===== config.mk =====
export PLATFORM = sky130hd
export DESIGN_NAME = ps2_key_event_ctrl
export DESIGN_NICKNAME = d
export VERILOG_FILES = /design/src/rtl/ps2_key_event_ctrl.sv
export SDC_FILE = /design/constraint.sdc
export NUM_CORES = 1
export LEC_CHECK = 0
export ABC_AREA = 1
export BUFFER_PORTS_ARGS = -buffer_cell sky130_fd_sc_hd__buf_4
export CAP_MARGIN = 20
export CORE_ASPECT_RATIO = 0.5
export CORE_MARGIN = 2
export CORE_UTILIZATION = 51
export DETAILED_ROUTE_END_ITERATION = 8
export GPL_TIMING_DRIVEN = 0
export PLACE_DENSITY = 0.84
export SLEW_MARGIN = 30
export SYNTH_ARGS = -nofsm -noshare
export SYNTH_HDL_FRONTEND = slang
export SYNTH_SLANG_ARGS = --single-unit

===== constraint.sdc =====
create_clock -name sys_clk -period 2.4 [get_ports sys_clk]
set_clock_uncertainty 0.05 [all_clocks]
set_input_delay 0.48 -clock sys_clk [delete_from_list [all_inputs] [get_ports sys_clk]]
set_output_delay 0.48 -clock sys_clk [all_outputs]
set_load 0.02 [all_outputs]

===== src/rtl/ps2_key_event_ctrl.sv =====
// ps2_key_event_ctrl
// Turns the PS/2 byte stream into whole key events (make/break plus the
// E0 extended flag) and queues them in a small FIFO for the mode FSM.
// The decoder is throttled through ps2_in_en whenever the FIFO is full.
// Optional feature macro: KEY_REPEAT_FILTER_EN drops typematic repeats
// of the key that is currently held down.
module ps2_key_event_ctrl #(
  parameter int FIFO_DEPTH = 4,
  parameter int LVL_W      = 3
) (
  input  logic             sys_clk,
  input  logic             rst,
  input  logic [7:0]       ps2_data,
  input  logic             ps2_valid,
  input  logic             ps2_overflow,
  output logic             ps2_in_en,
  output logic             evt_valid,
  input  logic             evt_ready,
  output logic [7:0]       evt_code,
  output logic             evt_ext,
  output logic             evt_break,
  output logic [LVL_W-1:0] fifo_level,
  output logic             overflow_err,
  output logic             proto_err
);

  localparam int AW = $clog2(FIFO_DEPTH);

  typedef enum logic [1:0] {
    ST_IDLE,
    ST_E0,
    ST_F0,
    ST_E0F0
  } prefix_state_t;

  prefix_state_t state, state_next;

  logic          is_e0;
  logic          is_f0;
  logic          is_discard;
  logic          byte_take;

  logic          dec_push;
  logic          dec_ext;
  logic          dec_brk;
  logic          proto_set;

  logic          push_req;
  logic          push_ok;
  logic          pop;
  logic          fifo_full;

  logic [AW-1:0] wr_ptr;
  logic [AW-1:0] rd_ptr;
  logic [9:0]    mem [FIFO_DEPTH];
  logic [9:0]    head;

  // Classify the incoming byte; status bytes from the keyboard never
  // advance the prefix machine, and an overflow cycle ignores the byte.
  always_comb begin
    is_e0      = (ps2_data == 8'hE0);
    is_f0      = (ps2_data == 8'hF0);
    is_discard = (ps2_data == 8'h00) || (ps2_data == 8'hAA) ||
                 (ps2_data == 8'hFA) || (ps2_data == 8'hFE) ||
                 (ps2_data == 8'hFF);
    byte_take  = ps2_valid && !ps2_overflow && !is_discard;
  end

  // Prefix state register.
  always_ff @(posedge sys_clk) begin
    if (rst) begin
      state <= ST_IDLE;
    end else begin
      state <= state_next;
    end
  end

  // Prefix next-state logic; a decoder overflow abandons any partial sequence.
  always_comb begin
    state_next = state;
    if (ps2_overflow) begin
      state_next = ST_IDLE;
    end else if (byte_take) begin
      case (state)
        ST_IDLE: begin
          if (is_e0)      state_next = ST_E0;
          else if (is_f0) state_next = ST_F0;
          else            state_next = ST_IDLE;
        end
        ST_E0: begin
          if (is_f0)      state_next = ST_E0F0;
          else if (is_e0) state_next = ST_E0;
          else            state_next = ST_IDLE;
        end
        default: state_next = ST_IDLE;
      endcase
    end
  end

  // Prefix outputs: which event (if any) the current byte completes, and
  // whether it forms an illegal prefix sequence.
  always_comb begin
    dec_push  = 1'b0;
    dec_ext   = 1'b0;
    dec_brk   = 1'b0;
    proto_set = 1'b0;
    if (byte_take) begin
      case (state)
        ST_IDLE: begin
          dec_push = !is_e0 && !is_f0;
        end
        ST_E0: begin
          if (is_e0) begin
            proto_set = 1'b1;
          end else if (!is_f0) begin
            dec_push = 1'b1;
            dec_ext  = 1'b1;
          end
        end
        ST_F0: begin
          if (is_e0 || is_f0) begin
            proto_set = 1'b1;
          end else begin
            dec_push = 1'b1;
            dec_brk  = 1'b1;
          end
        end
        default: begin
          if (is_e0 || is_f0) begin
            proto_set = 1'b1;
          end else begin
            dec_push = 1'b1;
            dec_ext  = 1'b1;
            dec_brk  = 1'b1;
          end
        end
      endcase
    end
  end

`ifdef KEY_REPEAT_FILTER_EN
  logic       held_valid;
  logic [7:0] held_code;
  logic       held_ext;
  logic       held_match;

  // A make of the key already held down is a typematic repeat and is dropped.
  always_comb begin
    held_match = held_valid && (held_code == ps2_data) && (held_ext == dec_ext);
    push_req   = dec_push && !(held_match && !dec_brk);
  end

  // Track the held key only for events that actually entered the FIFO.
  always_ff @(posedge sys_clk) begin
    if (rst) begin
      held_valid <= 1'b0;
      held_code  <= 8'h00;
      held_ext   <= 1'b0;
    end else if (push_ok) begin
      if (!dec_brk) begin
        held_valid <= 1'b1;
        held_code  <= ps2_data;
        held_ext   <= dec_ext;
      end else if (held_match) begin
        held_valid <= 1'b0;
      end
    end
  end
`else
  // Without the filter every decoded event is offered to the FIFO.
  always_comb begin
    push_req = dec_push;
  end
`endif

  // FIFO handshake decisions, all based on the level at the start of the cycle.
  always_comb begin
    fifo_full = (fifo_level == LVL_W'(FIFO_DEPTH));
    push_ok   = push_req && !fifo_full;
    pop       = evt_valid && evt_ready;
    ps2_in_en = !fifo_full;
  end

  // FIFO pointers and occupancy count.
  always_ff @(posedge sys_clk) begin
    if (rst) begin
      wr_ptr     <= '0;
      rd_ptr     <= '0;
      fifo_level <= '0;
    end else begin
      if (push_ok) wr_ptr <= wr_ptr + AW'(1);
      if (pop)     rd_ptr <= rd_ptr + AW'(1);
      case ({push_ok, pop})
        2'b10:   fifo_level <= fifo_level + LVL_W'(1);
        2'b01:   fifo_level <= fifo_level - LVL_W'(1);
        default: fifo_level <= fifo_level;
      endcase
    end
  end

  // FIFO storage; entries are {break, ext, code}.
  always_ff @(posedge sys_clk) begin
    if (push_ok) begin
      mem[wr_ptr] <= {dec_brk, dec_ext, ps2_data};
    end
  end

  // Sticky error flags, cleared only by reset.
  always_ff @(posedge sys_clk) begin
    if (rst) begin
      overflow_err <= 1'b0;
      proto_err    <= 1'b0;
    end else begin
      if (ps2_overflow || (push_req && fifo_full)) overflow_err <= 1'b1;
      if (proto_set)                                proto_err    <= 1'b1;
    end
  end

  // Head presentation; fields read as zero while the FIFO is empty.
  always_comb begin
    head      = mem[rd_ptr];
    evt_valid = (fifo_level != '0);
    evt_code  = evt_valid ? head[7:0] : 8'h00;
    evt_ext   = evt_valid ? head[8]   : 1'b0;
    evt_break = evt_valid ? head[9]   : 1'b0;
  end

endmodule


==> results of run 1 <==
[worst register-to-register path, stage by stage, from the launching register on]
cell     delay (ns)
dfxtp_1        0.38
inv_1          0.08
nor3_1         0.37
nor2_2         0.12
inv_2          0.08
ha_1           0.14
inv_1          0.07
fa_1           0.38
a21oi_1        0.15
o21ai_0        0.11
o21ai_0        0.18
a21oi_1        0.06
[synth_stat cells (3+ instances only)]
| cell type | count |
|---|---|
| nor2_1 | 61 |
| edfxtp_1 | 40 |
| inv_1 | 31 |
| o21ai_0 | 27 |
| nand2_1 | 22 |
| a21oi_1 | 21 |
| dfxtp_1 | 13 |
| nor2_2 | 6 |
| ha_1 | 5 |
| clkbuf_1 | 4 |
| nand3_1 | 4 |
| inv_2 | 3 |
[power groups by stage]
stage	Sequential, mW	Combinational, mW	Clock (mW)
6_report	1.10	0.956	0.501
5_1_grt	1.11	1.07	0.545
4_1_cts	1.10	0.958	0.508
3_5_place_dp	1.12	0.955	0
3_3_place_gp	1.12	0.927	0
2_1_floorplan	1.14	0.560	0
[worst paths after layout]
check                   to  depth (start not counted)  slack (ns)
max          fifo_level[2]                         11        0.14
min           overflow_err                          2        0.28
max reg2reg  fifo_level[2]                         11        0.14
min reg2reg      proto_err                          2        0.41
[cell type report]
type,instances,area [um2]
buffer,6,26.3
clock buffer,6,72.6
clock inverter,2,13.8
fill,350,1680
inverter,35,131
multi-input combinational,158,788
sequential,53,1460
tap,57,71.3
timing repair buffer,30,225
[cells by family after synthesis]
group	count (synthesis)	share of synthesized area (%)
adders and majority gates	6	3.44
buffers and inverters	41	6.51
and+or+nand+nor	103	19.0
DFF	53	60.9
AOI/OAI and AO/OA	49	10.2
[cells in the final DEF, fill, tap and decap left out, types with 2 or more instances in the layout]
| cell type | synthesis | routed |
|---|---|---|
| nor2_2 | 6 | 8 |
| nor2_1 | 61 | 59 |
| edfxtp_1 | 40 | 40 |
| buf_4 | 0 | 30 |
| inv_2 | 3 | 3 |
| inv_1 | 31 | 31 |
| nand4_2 | 2 | 2 |
| dfxtp_1 | 13 | 13 |
| clkbuf_8 | 0 | 5 |
| clkbuf_1 | 4 | 4 |
| nand4_1 | 2 | 2 |
| nand3_1 | 4 | 4 |
| nand2_1 | 22 | 22 |
| a21oi_1 | 21 | 21 |
| ha_1 | 5 | 5 |
| buf_2 | 2 | 2 |
| o21ai_0 | 27 | 27 |
| nand2_2 | 2 | 2 |
[metal layers]
layer	vias up	part of all wire (%)	GRT usage, %	routed length [um]
li1	904	-	-	-
met1	808	44	25.8	2070
met2	61	48	33.4	2280
met3	6	6.8	4.00	322
met4	0	1.4	8.11	64
met5	-	0	0	0
[registers in the layout, indices dropped and copies added, names as in the netlist, named ones only]
signal	count
wr_ptr	2
proto_err	1
fifo_level	3
mem	40
rd_ptr	2
state	2
overflow_err	1
[metrics by stage]
stage          hold WS, ns  total power, mW  instances  utilization (%)
2_1_floorplan        0.386             1.70        252                -
3_3_place_gp         0.386             2.05        338             60.2
3_5_place_dp         0.393             2.08        338             60.2
4_1_cts              0.274             2.57        346             62.2
5_1_grt              0.273             2.73        347             62.5
6_report             0.283             2.56        347             62.5
[timing repair]
| item | 4_1_cts | 5_1_grt |
|---|---|---|
| setup endpoints to repair | 0 | 4 |
| buffers inserted | 0 | 1 |
| gates resized for setup | 0 | 4 |
==> impl_metrics.py, run 1 <==
metrics = {
    "status": {
        "status": "finished, final reports clean",
    },
    "global_routing": {
        "grt_max_degree": 17,
        "grt_usage_pct": 19.9,
        "grt_pass1_vias": 1650,
        "grt_remaining_overflow": 0,
        "grt_pass1_wl_mm": 7.71,
        "grt_antenna_before_repair": 0,
    },
    "synthesis": {
        "syn_area_mm2": 0.00240,
        "synth-edff-count": 40,
        "synth.avg_cell_area_um2": 9.53,
        "syn_nets": 271,
        "synth_flop_cell": "edfxtp_1",
        "async_flop_share_pct": 0,
        "synth_cell_types": 23,
        "synth_cells": 252,
        "synth_top_area_share_pct": 50.0,
        "yosysSeqAreaShare_pct": 60.9,
        "ys_ff_latch": 53,
        "synth_area_leaders": "edfxtp_1, dfxtp_1, nor2_1",
        "yosysTopAreaCell": "edfxtp_1",
        "yosysWarningCount": 0,
    },
    "setup_path": {
        "crit_arrival_ns": 2.42,
        "path_max_fanout": 3,
        "end_kind": "flop",
        "critical_path_class": "flop to flop",
        "critPathLaunch": "fifo_level[2]",
        "required_ns": 2.55,
        "r2r-start": "fifo_level[2]",
        "critPathBufInv": 3,
        "crit_chain": "inv_1 -> nor3_1 -> nor2_2 -> inv_2 -> ha_1 -> inv_1 -> fa_1 -> a21oi_1 -> o21ai_0 -> o21ai_0 -> a21oi_1",
        "critPathMaxStageDelay_ns": 0.38,
        "cp-start-kind": "flop",
        "slowest_stage": "dfxtp_1",
        "crit_family": "adder cells",
    },
    "power_and_ir_drop": {
        "leakagePower_nw": 1.11,
        "powerDensity_mw_per_mm2": 917,
        "p_clk_share_pct": 19.6,
        "ir_worst_vdd_uv": 655,
        "pwr-share-comb_pct": 37.4,
        "p_sw_share_pct": 37.1,
        "intPower_mw": 1.61,
        "seq_power_share_pct": 43.1,
        "power.switching_mw": 0.949,
    },
    "placement": {
        "dp_slack_ns": -0.272,
        "place_area_mm2": 0.00269,
        "place_congestion": 0.825,
        "port_buffers": 29,
        "hpwl_mm": 3.24,
    },
    "finish": {
        "area_growth_pct": 16.2,
        "n_antenna_cell": 0,
        "fin_nets": 308,
        "drive_above_1_share_pct": 20.0,
        "stdcell_area_mm2": 0.00279,
    },
    "route": {
        "first_pass_iters": 4,
        "routed_wl_mm": 4.74,
        "drt_first_iter_violations": 99,
        "avgViaCountPerCell": 5.13,
        "drtAntennaViolNets": 0,
        "dr_total_vias": 1779,
        "drcViolationCount": 0,
        "wire_per_inst_um": 13.7,
    },
    "clock_network": {
        "path_clk_slew_ns": 0.09,
        "ctsRootBufferMaster": "clkbuf_8",
        "cts_made_buffers": 5,
        "cts_num_sinks": 53,
        "htreeDepth": 2,
        "clockBufferDepth": 2,
        "holdBufCountCts": 0,
        "clock_latency_ns": 0.31,
        "tritoncts": "done",
    },
    "timing": {
        "fin_ws_ns": 0.137,
        "layout_min_cycle_time_ns": 2.26,
        "max_slew_margin_pct": 59.5,
        "hold_violations": 0,
        "setup_viol_count_final": 0,
        "maxSlewViolCount": 0,
        "fin_crit_sh_pct": 94.3,
        "setup-tns-final_ns": 0,
        "tightest_slew_ns": 0.607,
        "max_clock_freq_mhz": 442,
    },
    "floorplanning": {
        "die_w_um": 101,
        "core_mm2": 0.00447,
        "row_count": 17,
        "ios": 30,
        "start_util_pct": 53.8,
        "dieArea_mm2": 0.00531,
        "die_h_um": 52.5,
    },
    "flow_run": {
        "drv.max_cap_violation_count": 0,
    },
    "worst_hold_path": {
        "hold_path_startpoint": "rst",
        "hold_class": "primary input to flop",
    },
}
Note: power is estimated with default switching activity, not from simulation.
==> inputs of run 2 (changes only) <==
--- a/config.mk
+++ b/config.mk
@@ -10,10 +10,10 @@
 export CAP_MARGIN = 20
 export CORE_ASPECT_RATIO = 0.5
 export CORE_MARGIN = 2
-export CORE_UTILIZATION = 51
+export CORE_UTILIZATION = 57
 export DETAILED_ROUTE_END_ITERATION = 8
 export GPL_TIMING_DRIVEN = 0
-export PLACE_DENSITY = 0.84
+export PLACE_DENSITY = 0.89
 export SLEW_MARGIN = 30
 export SYNTH_ARGS = -nofsm -noshare
 export SYNTH_HDL_FRONTEND = slang
==> constraint.sdc (replaced) <==
create_clock -name sys_clk -period 2.48 [get_ports sys_clk]
set_clock_uncertainty 0.05 [all_clocks]
set_input_delay 0.496 -clock sys_clk [delete_from_list [all_inputs] [get_ports sys_clk]]
set_output_delay 0.496 -clock sys_clk [all_outputs]
set_load 0.02 [all_outputs]
==> run 2 against run 1 <==
Net effect:
- non-clock buffer count up 2
- wire length up 8.9%
- power up 1.5%
- combinational power down 0.7%
- sequential power about the same
- first-iteration DRC count up 89%
- via count up 4.8%
- utilization up 8.8 points
- global-route usage up 3.7 points
- worst hold slack better by 0.018 ns
==> impl_metrics.py, run 2 (synthesized netlist as in run 1, its figures left out) <==
metrics = {
    "status": {
        "status": "finished, final reports clean",
    },
    "finish": {
        "n_fill_cell": 285,
        "layout_common_cells": "nor2_1, edfxtp_1, buf_4, inv_1, o21ai_0",
        "n_antenna_cell": 0,
        "area_growth_pct": 17.6,
        "final_cells": 346,
        "regMostFlops": "mem",
        "top_regs": "mem: 40 flops, fifo_level: 3 flops",
        "multiInputGateArea_um2": 788,
        "stdcell_area_mm2": 0.00282,
        "layout_commonest_cell": "nor2_1",
        "fin_util_pct": 71.2,
        "fin_nets": 310,
        "ff_latch_area_mm2": 0.00146,
        "largest_register_ffs": 40,
        "drive_above_1_share_pct": 20.2,
    },
    "global_routing": {
        "grt_max_degree": 17,
        "grt_usage_pct": 23.7,
        "grt_remaining_overflow": 0,
        "grt_antenna_before_repair": 0,
        "grt_pass1_vias": 1735,
        "grt_pass1_wl_mm": 8.22,
    },
    "route": {
        "first_pass_iters": 6,
        "drt_first_iter_violations": 187,
        "dr_total_vias": 1864,
        "wire_per_inst_um": 14.9,
        "avgViaCountPerCell": 5.39,
        "drtAntennaViolNets": 0,
        "drcViolationCount": 0,
        "routed_wl_mm": 5.16,
    },
    "setup_path": {
        "slowest_stage": "clkbuf_1",
        "critical_path_class": "flop to primary output",
        "crit_chain": "nor3_2 -> clkbuf_1 -> a21oi_1 -> buf_4",
        "crit_arrival_ns": 1.84,
        "end_kind": "primary output",
        "path_max_fanout": 10,
        "critPathMaxStageDelay_ns": 0.46,
        "crit_family": "buffers and inverters",
        "critPathBufInv": 2,
        "cp-start-kind": "flop",
        "required_ns": 1.93,
    },
    "floorplanning": {
        "ios": 30,
        "core_mm2": 0.00396,
        "row_count": 16,
        "start_util_pct": 60.6,
        "die_w_um": 95.8,
        "dieArea_mm2": 0.00478,
        "die_h_um": 49.9,
    },
    "placement": {
        "port_buffers": 29,
        "hpwl_mm": 3.52,
        "dp_cells": 335,
        "place_congestion": 0.877,
        "dp_slack_ns": -0.220,
        "place_area_mm2": 0.00269,
    },
    "timing": {
        "maxSlewViolCount": 0,
        "setup-tns-final_ns": 0,
        "layout_min_cycle_time_ns": 2.39,
        "hold_violations": 0,
        "fin_ws_ns": 0.0925,
        "max_slew_margin_pct": 59.8,
        "fin_crit_sh_pct": 96.3,
        "holdWs_ns": 0.300,
        "tightest_slew_ns": 0.603,
        "max_clock_freq_mhz": 419,
        "setup_viol_count_final": 0,
    },
    "power_and_ir_drop": {
        "ir_worst_vdd_uv": 675,
        "powerDensity_mw_per_mm2": 920,
        "total_power_mw": 2.60,
        "leakagePower_nw": 1.12,
    },
    "clock_network": {
        "tritoncts": "done",
        "holdBufCountCts": 0,
        "clockBufferDepth": 2,
        "clock_latency_ns": 0.31,
        "ctsRootBufferMaster": "clkbuf_8",
        "htreeDepth": 2,
        "cts_num_sinks": 53,
        "cts_made_buffers": 5,
        "path_clk_slew_ns": 0.09,
    },
    "worst_hold_path": {
        "hold_class": "primary input to flop",
    },
    "flow_run": {
        "drv.max_cap_violation_count": 0,
    },
}
==> run 2: cell types whose count changed in the layout (fill, tap and decap cells not counted) <==
cell and delta:
clkinv_1 +1, clkinvlp_4 +1, clkbuf_2 -1, inv_6 -1, buf_4 +2, bufinv_16 +1
clkinv_2 -1
==> run 2: what timing repair did <==
item	CTS	global route
endpoints found under the setup margin	0	1
buffers inserted	0	3
resized for setup	0	2
==> run 2: worst register-to-register path, stage by stage, from the launching register on <==
cell     delay [ns]
dfxtp_1        0.38
inv_1          0.08
nor3_1         0.32
nor2_2         0.11
inv_2          0.12
ha_1           0.15
inv_1          0.07
fa_1           0.38
a21oi_1        0.14
o21ai_0        0.11
o21ai_0        0.18
a21oi_1        0.06
==> run 2: final cells by class <==
type,count,share of cell area (%)
multi-input combinational,158,27.9
clock inverter,3,1.46
inverter,35,4.65
timing repair buffer,32,8.51
buffer,6,0.886
sequential,53,51.8
tap,54,2.39
clock buffer,5,2.44
==> run 2: final timing paths <==
path	start	to	slack (ns)	cells after the start
hold / removal	rst	proto_err	0.30	2
setup reg to reg	fifo_level[2]	fifo_level[2]	0.22	11
setup / recovery	fifo_level[0]	evt_ext	0.09	4
hold reg to reg	state[0]	state[0]	0.42	2
==> run 2: power breakdown <==
part	internal, mW	switching [mW]	total, mW
sequential	1.02	0.0479	1.07
clock	0.297	0.284	0.581
combinational	0.339	0.611	0.949
total	1.65	0.943	2.60
==> run 2: per-layer routing <==
| layer | part of all wire (%) | vias up | wire length [um] | track usage [%] |
|---|---|---|---|---|
| li1 | - | 905 | - | - |
| met1 | 41 | 863 | 2110 | 31.9 |
| met2 | 49 | 84 | 2520 | 37.8 |
| met3 | 7.9 | 12 | 409 | 5.35 |
| met4 | 2.2 | 0 | 115 | 8.81 |
| met5 | 0 | - | 0 | 0 |
